## config.mk

```make
export PLATFORM = sky130hd
export DESIGN_NAME = elut_cfg_sequencer_flat
export DESIGN_NICKNAME = d
export VERILOG_FILES = /design/src/rtl/elut_cfg_sequencer_if.sv /design/src/rtl/elut_cfg_sequencer.sv /design/src/flat_wrapper.sv
export SDC_FILE = /design/constraint.sdc
export NUM_CORES = 1
export LEC_CHECK = 0
export ABC_AREA = 1
export CAP_MARGIN = 20
export CORE_ASPECT_RATIO = 0.9
export CORE_MARGIN = 2
export CORE_UTILIZATION = 40
export DETAILED_ROUTE_END_ITERATION = 8
export GPL_ROUTABILITY_DRIVEN = 0
export SLEW_MARGIN = 25
export SYNTH_ARGS = -nofsm -noshare
export SYNTH_HDL_FRONTEND = slang
export SYNTH_SLANG_ARGS = --single-unit
```

## constraint.sdc

```tcl
create_clock -name clk -period 1.9 [get_ports clk]
set_input_delay 0.19 -clock clk [delete_from_list [all_inputs] [get_ports clk]]
set_output_delay 0.19 -clock clk [all_outputs]
set_load 0.005 [all_outputs]
```

## src/rtl/elut_cfg_sequencer_if.sv

```systemverilog
`default_nettype none
// ============================================================================
// Module      : elut_cfg_sequencer_if
// Description : Byte-serial configuration stream (valid/ready) feeding the
//               eLUT configuration sequencer.
// Revision    : 1.0 - initial release
// ============================================================================
interface elut_cfg_sequencer_if #(
    parameter int WORD_WIDTH = 8
);
    logic [WORD_WIDTH-1:0] cfg_data;
    logic                  cfg_valid;
    logic                  cfg_ready;

    modport master (
        output cfg_data,
        output cfg_valid,
        input  cfg_ready
    );

    modport slave (
        input  cfg_data,
        input  cfg_valid,
        output cfg_ready
    );
endinterface
`default_nettype wire

```

## src/rtl/elut_cfg_sequencer.sv

```systemverilog
`default_nettype none
// ============================================================================
// Module      : elut_cfg_sequencer
// Description : Packs a word stream into NUM_LUTS-bit frames and writes one
//               frame per address to a column of eLUTs, sweeping 0..2**K-1.
//               Optional trailing-XOR checksum: ELUT_CFG_CHECKSUM_EN.
// Revision    : 1.0 - initial release
// ============================================================================
module elut_cfg_sequencer #(
    parameter int K          = 6,
    parameter int NUM_LUTS   = 16,
    parameter int WORD_WIDTH = 8
) (
    input  wire                   clk,
    input  wire                   rst,
    input  wire                   start,
    elut_cfg_sequencer_if.slave   cfg,
    output logic [K-1:0]          lut_addr,
    output logic [NUM_LUTS-1:0]   lut_wdata,
    output logic                  lut_we,
    output logic                  busy,
    output logic                  done
`ifdef ELUT_CFG_CHECKSUM_EN
    ,
    output logic                  err
`endif
);

    localparam int c_WPF = (NUM_LUTS + WORD_WIDTH - 1) / WORD_WIDTH;
    localparam int c_FW  = c_WPF * WORD_WIDTH;
    localparam int c_WCW = (c_WPF > 1) ? $clog2(c_WPF) : 1;
    localparam logic [c_WCW-1:0] c_LAST_WORD = c_WCW'(c_WPF - 1);

    localparam logic [2:0] c_IDLE  = 3'd0;
    localparam logic [2:0] c_LOAD  = 3'd1;
    localparam logic [2:0] c_WRITE = 3'd2;
`ifdef ELUT_CFG_CHECKSUM_EN
    localparam logic [2:0] c_CHECK = 3'd3;
`endif
    localparam logic [2:0] c_DONE  = 3'd4;

    logic [2:0]          r_state;
    logic [c_WCW-1:0]    r_word_cnt;
    logic [c_FW-1:0]     r_frame;
    logic [K-1:0]        r_addr;
    logic [NUM_LUTS-1:0] r_wdata;
    logic                r_ready;
    logic                r_we;
    logic                r_busy;
    logic                r_done;
`ifdef ELUT_CFG_CHECKSUM_EN
    logic [WORD_WIDTH-1:0] r_csum;
    logic                  r_err;
`endif

    logic [c_FW-1:0] w_frame_next;
    logic            w_accept;

    assign w_accept = r_ready & cfg.cfg_valid;

    // Frame is kept word-aligned; bits at or above NUM_LUTS never leave it.
    always_comb begin
        w_frame_next = r_frame;
        for (int j = 0; j < c_WPF; j++) begin
            if (r_word_cnt == c_WCW'(j)) begin
                w_frame_next[j*WORD_WIDTH +: WORD_WIDTH] = cfg.cfg_data;
            end
        end
    end

    always_ff @(posedge clk) begin
        if (rst) begin
            r_state    <= c_IDLE;
            r_word_cnt <= '0;
            r_frame    <= '0;
            r_addr     <= '0;
            r_wdata    <= '0;
            r_ready    <= 1'b0;
            r_we       <= 1'b0;
            r_busy     <= 1'b0;
            r_done     <= 1'b0;
`ifdef ELUT_CFG_CHECKSUM_EN
            r_csum     <= '0;
            r_err      <= 1'b0;
`endif
        end else begin
            case (r_state)
                c_IDLE: begin
                    if (start) begin
                        r_state    <= c_LOAD;
                        r_word_cnt <= '0;
                        r_frame    <= '0;
                        r_addr     <= '0;
                        r_ready    <= 1'b1;
                        r_busy     <= 1'b1;
`ifdef ELUT_CFG_CHECKSUM_EN
                        r_csum     <= '0;
                        r_err      <= 1'b0;
`endif
                    end
                end

                c_LOAD: begin
                    if (w_accept) begin
                        r_frame <= w_frame_next;
`ifdef ELUT_CFG_CHECKSUM_EN
                        r_csum  <= r_csum ^ cfg.cfg_data;
`endif
                        if (r_word_cnt == c_LAST_WORD) begin
                            r_state <= c_WRITE;
                            r_ready <= 1'b0;
                            r_we    <= 1'b1;
                            r_wdata <= w_frame_next[NUM_LUTS-1:0];
                        end else begin
                            r_word_cnt <= r_word_cnt + 1'b1;
                        end
                    end
                end

                c_WRITE: begin
                    r_we <= 1'b0;
                    if (&r_addr) begin
`ifdef ELUT_CFG_CHECKSUM_EN
                        r_state <= c_CHECK;
                        r_ready <= 1'b1;
`else
                        r_state <= c_DONE;
                        r_busy  <= 1'b0;
                        r_done  <= 1'b1;
`endif
                    end else begin
                        r_state    <= c_LOAD;
                        r_addr     <= r_addr + 1'b1;
                        r_word_cnt <= '0;
                        r_frame    <= '0;
                        r_ready    <= 1'b1;
                    end
                end

`ifdef ELUT_CFG_CHECKSUM_EN
                c_CHECK: begin
                    if (w_accept) begin
                        r_err   <= (cfg.cfg_data != r_csum);
                        r_state <= c_DONE;
                        r_ready <= 1'b0;
                        r_busy  <= 1'b0;
                        r_done  <= 1'b1;
                    end
                end
`endif

                c_DONE: begin
                    r_done  <= 1'b0;
                    r_state <= c_IDLE;
                end

                default: begin
                    r_state <= c_IDLE;
                    r_ready <= 1'b0;
                    r_we    <= 1'b0;
                    r_busy  <= 1'b0;
                    r_done  <= 1'b0;
                end
            endcase
        end
    end

    assign cfg.cfg_ready = r_ready;
    assign lut_addr      = r_addr;
    assign lut_wdata     = r_wdata;
    assign lut_we        = r_we;
    assign busy          = r_busy;
    assign done          = r_done;
`ifdef ELUT_CFG_CHECKSUM_EN
    assign err           = r_err;
`endif

endmodule
`default_nettype wire
```

## src/flat_wrapper.sv

```systemverilog
// flat-port wrapper written by rule: the top's interface ports become plain ports
module elut_cfg_sequencer_flat 
#(
    parameter int K          = 6,
    parameter int NUM_LUTS   = 16,
    parameter int WORD_WIDTH = 8
)
  (clk, rst, start, lut_addr, lut_wdata, lut_we, busy, done, cfg_cfg_data, cfg_cfg_valid, cfg_cfg_ready);
  elut_cfg_sequencer_if #(.WORD_WIDTH(WORD_WIDTH)) cfg_i ();
  input  wire clk;
  input  wire rst;
  input  wire start;
  output logic [K-1:0] lut_addr;
  output logic [NUM_LUTS-1:0] lut_wdata;
  output logic lut_we;
  output logic busy;
  output logic done;
  input wire logic [$bits(cfg_i.cfg_data)-1:0] cfg_cfg_data;
  input wire logic [$bits(cfg_i.cfg_valid)-1:0] cfg_cfg_valid;
  output wire logic [$bits(cfg_i.cfg_ready)-1:0] cfg_cfg_ready;
  assign cfg_i.cfg_data = cfg_cfg_data;
  assign cfg_i.cfg_valid = cfg_cfg_valid;
  assign cfg_cfg_ready = cfg_i.cfg_ready;
  elut_cfg_sequencer #(.K(K), .NUM_LUTS(NUM_LUTS), .WORD_WIDTH(WORD_WIDTH)) u_core (.clk(clk), .rst(rst), .start(start), .cfg(cfg_i), .lut_addr(lut_addr), .lut_wdata(lut_wdata), .lut_we(lut_we), .busy(busy), .done(done));
endmodule
```

==> impl_metrics.yaml, run 1 <==
outcome:
  outcome: "completed"
power:
  seqPwrFrac: 0.477
  p_int_uw: 1610
  p_sw_frac: 0.222
  p_sw_uw: 458
  powerDensity_mw_per_mm2: 766
  clkPwrFrac: 0.432
  irDropWorstVdd_uv: 367
  power_frac_comb: 0.091
  leakage_uw: 0.00103
cells_and_area:
  layout_common_cells: "70 x nand2_1, 46 x dfxtp_1, 38 x a21oi_1"
  regArea_um2: 921
  fin_area_mm2: 0.00270
  nFillCells: 504
  final_common_cell: "nand2_1"
  finalNetCount: 334
  multi_input_area_mm2: 0.00103
  drive_above_1_share: 0.146
  syn_to_final_growth_pct: 25.9
  n_antenna_cell: 0
sta:
  slew_headroom: 0.652
  min_period_ns: 1.55
  max_freq_mhz: 646
  hold_viol_final: 0
  fin_setup_tns_ns: 0
  tightest_slew_ns: 0.523
  rsz0062_at_grt: "false"
  finClkSkew_ns: 0.00665
  timing.final.crit_share: 0.814
  drv_slew: 0
  setup_viol: 0
clock_network:
  post_cts_resized: 0
  clk_pin_slew_ns: 0.09
  post_cts_buffers: 0
  clockBufferDepth: 2
  ctsHoldBuffers: 0
  cts_buffers: 5
  cts_root_buf: "clkbuf_8"
  htreeDepth: 2
  cts.sinks: 46
  cts_tree: "built"
  worstSkewPairLatency_ns: 0.29
global_route:
  grt-ovfl-total: 0
  track_usage: 0.167
  grt_pass1_vias: 1605
  grt_max_degree: 51
  grt_pass1_wl_um: 7690
  antenna_found_initial: 0
die:
  die_y_um: 73.4
  rows: 25
  pin_count: 38
  start_util: 0.410
  coreArea_mm2: 0.00522
  dieArea_mm2: 0.00596
  die_width_um: 81.1
setup_path:
  reg2reg_setup_slack_ns: 0.35
  ff2ff_path_depth: 9
  start_kind: "register"
  path_class: "reg2reg"
  crit_start: "u_core.lut_addr[0]"
  path_max_fanout: 6
  cpMostUsedCell: "nand2_1"
  crit_required_ns: 2.13
  r2r_end: "u_core.lut_addr[4]"
  max_stage_delay_ns: 0.41
  end_kind: "register"
  worstPathCellList: "ha_1, nand2_1, nor2_1, nand2_1, nand2_1, nand2_1, nand2_2, nand2_1, a21oi_1"
  endpoint: "u_core.lut_addr[4]"
  crit_arrival_ns: 1.77
  crit_slowest_cell: "dfxtp_1"
  r2r-start: "u_core.lut_addr[0]"
synth:
  netlist.area_leader.share: 0.430
  yosys_warnings: 0
  syn_area_mm2: 0.00214
  synth_cell_type_count: 26
  seq_area_frac_synth: 0.430
  synth-seq-cells: 46
  postSynthCellCount: 289
  syn_nets: 302
  avgSynthCellArea_um2: 7.41
  synth_top_area_cell: "dfxtp_1"
  synth_area_leaders: "dfxtp_1 43%, nand2_1 12%, a21oi_1 8.9%"
placed_design:
  post_dp_cell_area_mm2: 0.00255
  dp_hpwl_um: 3210
  io_buffers: 37
route:
  wl_um: 4670
  postRouteAntennaNets: 0
  routed_via_density: 4.79
  drtPass1Iterations: 4
  vias: 1863
  drtIter0Drc: 89
  drc: 0
  wl_per_cell_um: 12.0
job:
  drv_cap: 0
worst_hold_path:
  min_path_type: "in2reg"
==> cells in the mapped netlist <==
| cell | number |
|---|---|
| nand3_4 | 1 |
| dfxtp_1 | 46 |
| nand2_4 | 2 |
| buf_8 | 1 |
| nand3_2 | 1 |
| buf_2 | 3 |
| a21oi_1 | 38 |
| inv_1 | 23 |
| nand2_2 | 13 |
| ha_1 | 1 |
| nor2_2 | 1 |
| nor2_8 | 1 |
| nand4_1 | 1 |
| nand3_1 | 26 |
| clkbuf_1 | 7 |
| a21oi_2 | 11 |
| nor2_1 | 20 |
| a31oi_1 | 1 |
| nor2_4 | 1 |
| o21ai_0 | 11 |
| buf_4 | 2 |
| or2_2 | 2 |
| o21ai_1 | 2 |
| inv_2 | 1 |
| buf_6 | 3 |
| nand2_1 | 70 |
==> flip-flops by register name, summed over array words and instances, names as in the netlist <==
signal / flops
u_core.busy: 1
u_core.cfg.cfg_ready: 1
u_core.done: 1
u_core.lut_addr: 6
u_core.lut_wdata: 16
u_core.lut_we: 1
u_core.r_frame: 16
u_core.r_state: 3
u_core.r_word_cnt: 1
==> worst max-delay path, delay by kind of cell, from the launching register on <==
| family | cells | cell delay [ns] |
|---|---|---|
| compound gates | 1 | 0.14 |
| fa+ha+maj | 1 | 0.21 |
| flops | 1 | 0.41 |
| simple gates | 7 | 0.73 |
==> worst min-delay path by stage <==
stage | depth (start not counted) | start | to
final | 2 | rst | u_core.r_frame[10]
after floorplan | 2 | u_core.r_frame[0] | u_core.r_frame[0]
after CTS | 2 | rst | u_core.r_frame[10]
after detailed placement | 2 | u_core.lut_wdata[15] | u_core.lut_wdata[15]
after global routing | 2 | rst | u_core.r_frame[10]
after global placement | 2 | u_core.r_frame[4] | u_core.r_frame[4]
==> power by group through the flow <==
| stage | registers (uW) | logic [uW] | clock network [uW] |
|---|---|---|---|
| 3_3_place_gp | 1010 | 190 | 0 |
| 3_5_place_dp | 1010 | 190 | 0 |
| 4_1_cts | 985 | 190 | 920 |
| 6_report | 985 | 188 | 892 |
| 5_1_grt | 987 | 212 | 946 |
| 2_1_floorplan | 1010 | 135 | 0 |
==> layer usage <==
| metal | up-vias | track usage | share of wire |
|---|---|---|---|
| met4 | 0 | 0.0508 | 0.0062 |
| met1 | 838 | 0.223 | 0.51 |
| li1 | 994 | - | - |
| met2 | 27 | 0.266 | 0.45 |
| met3 | 4 | 0.0430 | 0.032 |
| met5 | - | 0 | 0 |
==> per-stage QoR <==
step	hold WS (ns)	instances	setup WS (ns)	utilization	total power [uW]
CTS	0.360	389	0.326	0.516	2100
floorplan	0.441	289	0.576	-	1140
global placement	0.449	381	0.184	0.489	1200
finish	0.358	389	0.353	0.516	2070
global route	0.390	389	0.0979	0.516	2140
detailed placement	0.454	381	0.175	0.489	1200
==> area by class of cell <==
type / instances / area share
Tap cell: 67 / 0.0311
Clock inverter: 2 / 0.0223
Timing Repair Buffer: 41 / 0.161
Clock buffer: 6 / 0.0306
Sequential cell: 46 / 0.342
Multi-Input combinational cell: 203 / 0.381
Inverter: 24 / 0.0334
==> logic make-up (layout without fill, tap and decap cells) <==
group	after synthesis	after routing	share of synthesized area
AO/OA/AOI/OAI	63	63	0.167
adder cells (fa/ha/maj)	1	1	0.00584
buffers and inverters	40	73	0.0911
flip-flops	46	46	0.430
AND/OR/NAND/NOR	139	139	0.306
Power figures use the tool's default switching activity.
==> run 2, diff against run 1 <==
--- a/config.mk
+++ b/config.mk
@@ -12,6 +12,7 @@
 export CORE_UTILIZATION = 40
 export DETAILED_ROUTE_END_ITERATION = 8
 export GPL_ROUTABILITY_DRIVEN = 0
+export PLACE_DENSITY = 0.66
 export SLEW_MARGIN = 25
 export SYNTH_ARGS = -nofsm -noshare
 export SYNTH_HDL_FRONTEND = slang
==> constraint.sdc (replaced) <==
create_clock -name clk -period 1.4 [get_ports clk]
set_input_delay 0.14 -clock clk [delete_from_list [all_inputs] [get_ports clk]]
set_output_delay 0.14 -clock clk [all_outputs]
set_load 0.005 [all_outputs]
==> run 2 against run 1 <==
Setup slack lost 0.31 ns. Die area is the same. Non-clock buffer count grew 20. Routed wire length grew 4.7%. Critical path depth shrank 8. Sequential share of layout area shrank 2.2 points. Critical path type is now reg2out. Clock power grew 12%. Power grew 29%. Utilization grew 4.3 points. Largest power group unchanged. Cell count grew 5.1%.
==> impl_metrics.yaml, run 2 (synthesis gave the netlist of run 1 again) <==
sta:
  timing.final.crit_share: 0.967
  drv_slew: 0
  finClkSkew_ns: 0.00774
  slew_headroom: 0.732
  setup_viol: 0
  max_freq_mhz: 739
  min_period_ns: 1.35
  setup_ws_ns: 0.0465
  rsz0062_at_grt: "true"
  hold_viol_final: 0
  tightest_slew_ns: 0.401
placed_design:
  dp_worst_setup_slack_ns: -0.177
  io_buffers: 37
  dp_hpwl_um: 3340
  dp_cells: 398
cells_and_area:
  multi_input_area_mm2: 0.00109
  layout.cells.non_filler: 409
  finalNetCount: 354
  syn_to_final_growth_pct: 36.4
  layout_common_cells: "67 x nand2_1, 39 x dfxtp_1, 35 x a21oi_1"
  final_common_cell: "nand2_1"
  regArea_um2: 932
  nFillCells: 500
  n_antenna_cell: 0
  drive_above_1_share: 0.243
die:
  rows: 25
  dieArea_mm2: 0.00596
  start_util: 0.410
  coreArea_mm2: 0.00522
  die_width_um: 81.1
  pin_count: 38
  die_y_um: 73.4
clock_network:
  cts_tree: "built"
  worstSkewPairLatency_ns: 0.31
  clk_pin_slew_ns: 0.09
  clockBufferDepth: 2
  cts.sinks: 46
  ctsHoldBuffers: 0
  htreeDepth: 2
  cts_root_buf: "clkbuf_8"
  cts_buffers: 5
route:
  routed_via_density: 4.89
  drtIter0Drc: 77
  wl_um: 4900
  drc: 0
  drtPass1Iterations: 4
  postRouteAntennaNets: 0
  vias: 2000
  wl_per_cell_um: 12.0
setup_path:
  path_max_fanout: 3
  crit_slowest_cell: "clkdlybuf4s50_1"
  end_kind: "output port"
  critPathBufInv: 1
  worstPathCellList: "clkdlybuf4s50_1"
  crit_arrival_ns: 1.21
  path_class: "reg2out"
  max_stage_delay_ns: 0.52
  path_delay_family: "buffers and inverters"
  crit_required_ns: 1.26
  start_kind: "register"
job:
  drv_cap: 0
power:
  seqPwrFrac: 0.502
  p_sw_frac: 0.249
  clkPwrFrac: 0.375
  power_frac_comb: 0.123
  irDropWorstVdd_uv: 508
  powerDensity_mw_per_mm2: 910
  p_int_uw: 2000
  p_sw_uw: 661
  leakage_uw: 0.00119
global_route:
  grt-ovfl-total: 0
  grt_pass1_vias: 1788
  grt_max_degree: 51
  antenna_found_initial: 0
  grt_pass1_wl_um: 7850
  track_usage: 0.171
outcome:
  outcome: "completed"
worst_hold_path:
  min_path_type: "reg2reg"
-- run 2: power groups by stage --
stage,combinational (uW),sequential [uW],clock (uW)
2_1_floorplan,183,1370,0
3_3_place_gp,298,1370,0
3_5_place_dp,299,1370,0
4_1_cts,301,1340,1020
5_1_grt,356,1340,1070
6_report,327,1330,997
-- run 2: worst paths after layout --
path	startpoint	end	slack, ns	cells past startpoint
worst max-delay path	u_core.lut_addr[3]	lut_addr[3]	0.05	1
worst min-delay path	u_core.lut_wdata[11]	u_core.lut_wdata[11]	0.46	2
worst max register to register	u_core.lut_addr[1]	u_core.done	0.09	8
worst min register to register	u_core.lut_wdata[11]	u_core.lut_wdata[11]	0.46	2
-- run 2: area by class of cell --
type	instances	area share
clock buffers	5	0.0236
clock inverters	3	0.0137
inverters	24	0.0308
multi-input cells	203	0.372
flip-flops and latches	46	0.319
well taps	67	0.0287
repair buffers	61	0.212
-- run 2: per-stage QoR --
step	total power (uW)	util	instance area, um2	hold WS [ns]	TNS (ns)
global route	2760	0.559	2920	0.482	-0.0494
global placement	1660	0.517	2700	0.446	-2.94
detailed placement	1670	0.517	2700	0.453	-3.73
CTS	2650	0.539	2820	0.466	0
floorplan	1550	-	2140	0.410	0
finish	2660	0.559	2920	0.463	0
-- run 2: repair_timing --
action                     4_1_cts  5_1_grt
hold endpoints to repair         0        0
buffers inserted                 0        2
pin swaps                        1        7
resized for setup               10       19
gates cloned                     0        1
setup endpoints to repair        9       34
-- run 2: metal layers --
metal,part of all wire,track usage
met1,0.48,0.217
met3,0.056,0.0504
met4,0.012,0.0584
met2,0.45,0.277
met5,0,0
==> run 3, diff against run 2 <==
--- a/config.mk
+++ b/config.mk
@@ -8,7 +8,6 @@
 export ABC_AREA = 1
 export CAP_MARGIN = 20
 export CORE_ASPECT_RATIO = 0.9
-export CORE_MARGIN = 2
 export CORE_UTILIZATION = 40
 export DETAILED_ROUTE_END_ITERATION = 8
 export GPL_ROUTABILITY_DRIVEN = 0
==> run 3 against run 2 <==
Power decreased by 1.6%. Sequential power about the same. Setup slack improved by 0.020 ns. Combinational power decreased by 5%. Register-to-register slack got worse by 0.02 ns. Critical path depth increased by 8. Critical endpoint is now u_core.lut_addr[2]. Highest routed layer unchanged.
==> impl_metrics.yaml, run 3 (synthesis gave the netlist of run 1 again) <==
outcome:
  outcome: "completed"
global_route:
  grt-ovfl-total: 0
  grt_pass1_vias: 1749
  grt_max_degree: 31
  grt_pass1_wl_um: 7910
  track_usage: 0.175
  antenna_found_initial: 0
setup_path:
  end_kind: "register"
  path_class: "reg2reg"
  crit_required_ns: 1.63
  path_delay_family: "simple AND/OR/NAND/NOR gates"
  crit_start: "u_core.lut_addr[0]"
  path_max_fanout: 6
  start_kind: "register"
  crit_arrival_ns: 1.56
  crit_slowest_cell: "dfxtp_2"
  max_stage_delay_ns: 0.36
  r2r-start: "u_core.lut_addr[0]"
  critPathBufInv: 0
  worstPathCellList: "ha_4, nand2_2, nor2_2, nand2_1, nand2_2, nand2_4, nand2_4, nand2_1, a21oi_2"
sta:
  finClkSkew_ns: 0.0136
  setup_viol: 0
  timing.final.crit_share: 0.953
  rsz0062_at_grt: "true"
  slew_headroom: 0.759
  max_freq_mhz: 750
  tightest_slew_ns: 0.358
  hold_viol_final: 0
  min_period_ns: 1.33
  fin_setup_tns_ns: 0
  setup_ws_ns: 0.0662
  drv_slew: 0
route:
  vias: 1947
  wl_um: 4780
  postRouteAntennaNets: 0
  drc: 0
  drtIter0Drc: 79
  drtPass1Iterations: 4
  wl_per_cell_um: 11.8
  routed_via_density: 4.81
clock_network:
  cts.sinks: 46
  clockBufferDepth: 2
  cts_root_buf: "clkbuf_8"
  cts_tree: "built"
  htreeDepth: 2
  worstSkewPairLatency_ns: 0.29
  clk_pin_slew_ns: 0.09
  cts_buffers: 5
die:
  dieArea_mm2: 0.00565
  rows: 24
  die_y_um: 71.4
  start_util: 0.430
  die_width_um: 79.1
  pin_count: 38
  coreArea_mm2: 0.00498
job:
  drv_cap: 0
cells_and_area:
  n_antenna_cell: 0
  syn_to_final_growth_pct: 34.1
  layout_common_cells: "66 x nand2_1, 38 x dfxtp_1, 35 x a21oi_1"
  finalNetCount: 352
  drive_above_1_share: 0.247
  layout.cells.non_filler: 405
  fin_area_mm2: 0.00287
  final_common_cell: "nand2_1"
placed_design:
  io_buffers: 37
  dp_cells: 393
  dp_worst_setup_slack_ns: -0.183
  dp_hpwl_um: 3390
  post_dp_cell_area_mm2: 0.00266
power:
  leakage_uw: 0.00119
  p_sw_uw: 634
  irDropWorstVdd_uv: 768
  powerDensity_mw_per_mm2: 911
  p_sw_frac: 0.242
  seqPwrFrac: 0.511
  power_frac_comb: 0.119
  p_int_uw: 1980
  clkPwrFrac: 0.371
worst_hold_path:
  min_path_type: "in2reg"
  hold_start: "rst"
-- run 3: cell types whose count changed in the layout (fill, tap and decap cells not counted), sizes merged --
cell | before | now
clkbuf | 6 | 5
dlymetal6s2s | 2 | 4
dlygate4sd2 | 3 | 0
-- run 3: power by group through the flow --
stage	Clock [uW]	Sequential [uW]	Combinational (uW)
3_3_place_gp	0	1370	290
6_report	970	1340	310
2_1_floorplan	0	1370	183
4_1_cts	987	1340	296
3_5_place_dp	0	1370	291
5_1_grt	1050	1340	339
-- run 3: final timing paths --
kind	slack [ns]	end	cells past startpoint
worst max-delay path	0.07	u_core.lut_addr[2]	9
worst min register to register	0.46	u_core.r_frame[1]	2
worst min-delay path	0.08	u_core.lut_addr[2]	2
worst max register to register	0.07	u_core.lut_addr[2]	9
-- run 3: what timing repair did --
action	CTS	global route
pin swaps	0	6
endpoints found under the setup margin	4	43
buffers inserted	0	4
hold buffers	0	0
gates resized for setup	2	26
-- run 3: routing by layer --
layer | global-route usage | wire (um) | part of all wire
met1 | 0.243 | 2470 | 0.52
met2 | 0.281 | 2120 | 0.44
met3 | 0.0420 | 178 | 0.037
met4 | 0.0303 | 15 | 0.0031
met5 | 0 | 0 | 0
-- run 3: final cells by class --
type	count	area (um2)
Timing Repair Buffer	59	578
Multi-Input combinational cell	203	1080
Tap cell	65	81.3
Sequential cell	46	931
Clock buffer	5	68.8
Clock inverter	3	40.0
Fill cell	483	2110
Inverter	24	90.1
-- run 3: stage by stage --
stage | utilization | total power (uW) | hold slack [ns]
2_1_floorplan | - | 1550 | 0.410
3_3_place_gp | 0.533 | 1660 | 0.397
3_5_place_dp | 0.533 | 1660 | 0.400
4_1_cts | 0.556 | 2620 | 0.0798
5_1_grt | 0.576 | 2730 | 0.0721
6_report | 0.576 | 2620 | 0.0752
